[src/rtl/muls_x3y3_seq.sv]
// Sequential signed shift-add multiplier: samples x/y, accumulates one
// multiplier bit per cycle (MSB with negative weight), then publishes p/s/rdy.
module muls_x3y3_seq #(
   parameter int X_WIDTH = 3,
   parameter int Y_WIDTH = 3,
   parameter int P_WIDTH = 6
) (
   input  logic               clk,
   input  logic               rst,
   input  logic [X_WIDTH-1:0] x,
   input  logic [Y_WIDTH-1:0] y,
   output logic [P_WIDTH-1:0] p,
   output logic               s,
   output logic               rdy
);

   localparam int CW = (Y_WIDTH > 1) ? $clog2(Y_WIDTH) : 1;

   typedef enum logic [1:0] {CAPTURE, STEP, DONE} state_t;

   state_t             state;
   logic [CW-1:0]      step;
   logic [P_WIDTH-1:0] mcand;
   logic [P_WIDTH-1:0] acc;
   logic [P_WIDTH-1:0] addend;
   logic [Y_WIDTH-1:0] y_reg;
   logic               last_step;

   assign addend    = mcand << step;
   assign last_step = (step == CW'(Y_WIDTH-1));

   always_ff @(posedge clk or posedge rst) begin
      if (rst) begin
         state <= CAPTURE;
         step  <= '0;
         mcand <= '0;
         y_reg <= '0;
         acc   <= '0;
         p     <= '0;
         s     <= 1'b0;
         rdy   <= 1'b0;
      end else begin
         rdy <= 1'b0;
         case (state)
            CAPTURE: begin
               mcand <= {{(P_WIDTH-X_WIDTH){x[X_WIDTH-1]}}, x};
               y_reg <= y;
               acc   <= '0;
               step  <= '0;
               state <= STEP;
            end
            STEP: begin
               // two's-complement multiplier: the top bit carries weight -2^(Y_WIDTH-1)
               if (y_reg[step])
                  acc <= last_step ? (acc - addend) : (acc + addend);
               if (last_step)
                  state <= DONE;
               else
                  step <= step + CW'(1);
            end
            DONE: begin
               p     <= acc;
               s     <= acc[P_WIDTH-1];
               rdy   <= 1'b1;
               state <= CAPTURE;
            end
            default: state <= CAPTURE;
         endcase
      end
   end

endmodule

[config.mk]
export PLATFORM = sky130hd
export DESIGN_NAME = muls_x3y3_seq
export DESIGN_NICKNAME = d
export VERILOG_FILES = /design/src/rtl/muls_x3y3_seq.sv
export SDC_FILE = /design/constraint.sdc
export NUM_CORES = 1
export LEC_CHECK = 0
export ABC_AREA = 1
export CAP_MARGIN = 20
export CORE_MARGIN = 5
export CORE_UTILIZATION = 37
export DETAILED_ROUTE_END_ITERATION = 16
export PLACE_DENSITY = 0.6
export SLEW_MARGIN = 20
export SYNTH_ARGS = -nofsm -noshare
export SYNTH_HDL_FRONTEND = slang
export SYNTH_SLANG_ARGS = --single-unit
[constraint.sdc]
create_clock -name clk -period 2.6 [get_ports clk]
set_input_delay 0.39 -clock clk [delete_from_list [all_inputs] [get_ports clk]]
set_output_delay 0.39 -clock clk [all_outputs]
set_load 0.05 [all_outputs]
==> run summary <==
Status -> finished, final reports clean
First-pass DRT Iterations -> 4
Area delta synth->final -> 19.9%
Startpoint types -> flip-flop
Mean post-synth cell area -> 7.83 um2
Crit path time final -> 2.35 ns
YS warnings -> 0
Clock slew at reported path FFs -> 0.12 ns
Register area share after synthesis -> 44.5%
Num rows -> 21
Gate count after technology mapping -> 165
Layout cells sized above 1 -> 8.65%
Via count of the first global-routing pass -> 1083
Gpl congestion -> 0.883
DR DRC count -> 0
Count of different cell masters after synthesis -> 24
DR vias/cell -> 4.68
Clock skew -> 0.00327 ns
Tot GR Track Use -> 11.8%
Root buf cell -> clkbuf_4
Data arrival, critical path -> 2.57 ns
Setup-failing EPs final -> 0
Slew @ Worst Pin -> 0.493 ns
F_max -> 0.425 GHz
Peak supply drop -> 0.000240 V
Die H -> 69.1 um
HPWL Detailed -> 2010 um
I/O pin total -> 16
Pre-CTS setup slack -> 0.194 ns
CP Class -> reg -> reg
Starting density of the core -> 38.4%
Fin worst setup slack -> 0.246 ns
Vias -> 1082
Crit path capture type -> flip-flop
Critical Path RT -> 2.82 ns
Core ar. -> 3360 um2
I/O Buffers -> 15
Critical path's slowest cell -> dfrtp_1
Clk_lat worst skew -> 0.31 ns
Die Footprint -> 4780 um2
Total CTS buffers -> 3
Diode count -> 0
Power consumption -> 902 uW
Syn Std Cell Area -> 1290 um2
CTS tree -> built
Die width -> 69.1 um
Main flop type after synthesis -> dfrtp_1
Largest net degree at the start of global routing -> 24
Global-route wire length before repair -> 4650 um
Period utilization -> 90.5%
Final core utilization -> 46.1%
Hold Fails Final Rpt -> 0
Power density of the placed cells -> 582 nW/um2
Wire length per cell -> 11.2 um
Relative slew slack -> 67.1%
Max clock buf depth -> 2
Post-route ant nets -> 0
CTS Sinks -> 23
Starting DRT DRC Count -> 31
Worst path cell trace -> inv_2, nand3_2, ha_1, nand2_1, o21ai_1, xor2_1, ha_1, a21oi_1, o21ai_0, a31oi_1, nand3_1, nand3_1, nand2_1
Synthesized flop and latch total -> 23
CP max FO -> 7
Drt total wl -> 2580 um
R2R Setup Slk -> 0.25 ns
Post-synth EDFFs -> 0
Syn nets -> 180
H-tree lvl count -> 1
# hold bufs at CTS -> 0
Pins over their slew limit -> 0
CP max stage delay -> 0.46 ns
FILL cells -> 371
Biggest regs -> acc: 6 flops, p: 6 flops
Antenna violations before repair -> 0
Min-Delay Path Class -> in -> async
Async SR Flop Fraction -> 100%
Max-cap violations -> 0
Gr ovfl total -> 0
Pleak -> 0.765 nW
Final-stage net count -> 201
[worst paths after layout]
check,startpoint,to,cells after the start
max,step[1],acc[5],13
min,rst,p[2],3
max reg2reg,step[1],acc[5],13
min reg2reg,y_reg[2],y_reg[2],2
max in group asynchronous,rst,step[0],3
min in group clk,y_reg[2],y_reg[2],2
[repair_timing]
action | CTS | global route
setup endpoints to repair | 0 | 3
resized for setup | 0 | 5
buffers inserted | 0 | 2
[worst max-delay path: cells and delay by family (launching register included)]
family,cells,cell delay (ns)
adders and majority gates,2,0.56
AOI/OAI and AO/OA,4,0.50
DFF,1,0.46
and+or+nand+nor,5,0.42
xor gates and xnor gates,1,0.18
buffers and inverters,1,0.15
[kinds of logic (layout without fill, tap and decap cells)]
family	Yosys count	count (layout)	synth area share (%)
buffers and inverters	31	51	9.29
flip-flops	23	23	44.5
AO/OA/AOI/OAI	26	26	11.0
adder cells (fa/ha/maj)	7	7	7.36
XOR/XNOR	5	5	3.39
AND/OR/NAND/NOR	73	73	24.4
[Yosys cell counts (2+ instances only)]
library cell  number  area share, %
nand3_1           11            4.3
ha_1               6            5.8
xor2_1             3            2.0
dfrtp_1           23             45
a21oi_1            2           0.77
inv_1             27            7.8
xnor2_1            2            1.4
nand2_1           48             14
clkbuf_1           2           0.58
o21ai_1            2           0.77
nand2_2            2           0.97
a21boi_0           2            1.2
o22ai_1            5            2.4
o21ai_0           14            5.4
nor2_1             7            2.0
[area by class of cell]
| cell class | count | area, um2 | share of cell area (%) |
|---|---|---|---|
| repair buffers | 19 | 180 | 11.6 |
| inverters | 28 | 105 | 6.78 |
| multi-input cells | 111 | 604 | 39.0 |
| clock buffers | 4 | 26.3 | 1.69 |
| flip-flops and latches | 23 | 577 | 37.2 |
| well taps | 46 | 57.6 | 3.71 |
[per-stage QoR]
step                TNS (ns)  std cells  hold WS [ns]  cell area, um2
floorplan                  0        165         0.392            1290
CTS                        0        229         0.413            1530
detailed placement         0        225         0.475            1500
global route         -0.0113        231         0.435            1550
global placement           0        225         0.465            1500
finish                     0        231         0.422            1550
[routing by layer]
layer  global-route usage (%)  share of wire (%)  vias to the layer above
met5                        0                  0                        -
met4                     3.47               0.77                        0
met3                     4.22                4.3                        2
met2                     19.9                 49                       17
met1                     13.9                 46                      501
li1                         -                  -                      562
[power by group]
part           switching [mW]  total (mW)  internal (mW)  leakage [nW]
Sequential             0.0283       0.429          0.400         0.277
Clock                   0.104       0.164         0.0599        0.0150
Combinational           0.191       0.309          0.119         0.473
[layout by cell type, fill, tap and decap left out, types with 2 or more instances in the layout]
master / count
a21boi_0: 2
a21oi_1: 2
buf_4: 4
clkbuf_4: 3
clkdlybuf4s50_1: 15
dfrtp_1: 22
ha_1: 6
inv_1: 25
inv_2: 3
nand2_1: 48
nand2_2: 2
nand3_1: 11
nor2_1: 6
o21ai_0: 14
o21ai_1: 2
o22ai_1: 5
xnor2_1: 2
xor2_1: 3
No activity file was read; power rests on OpenSTA's default activity.
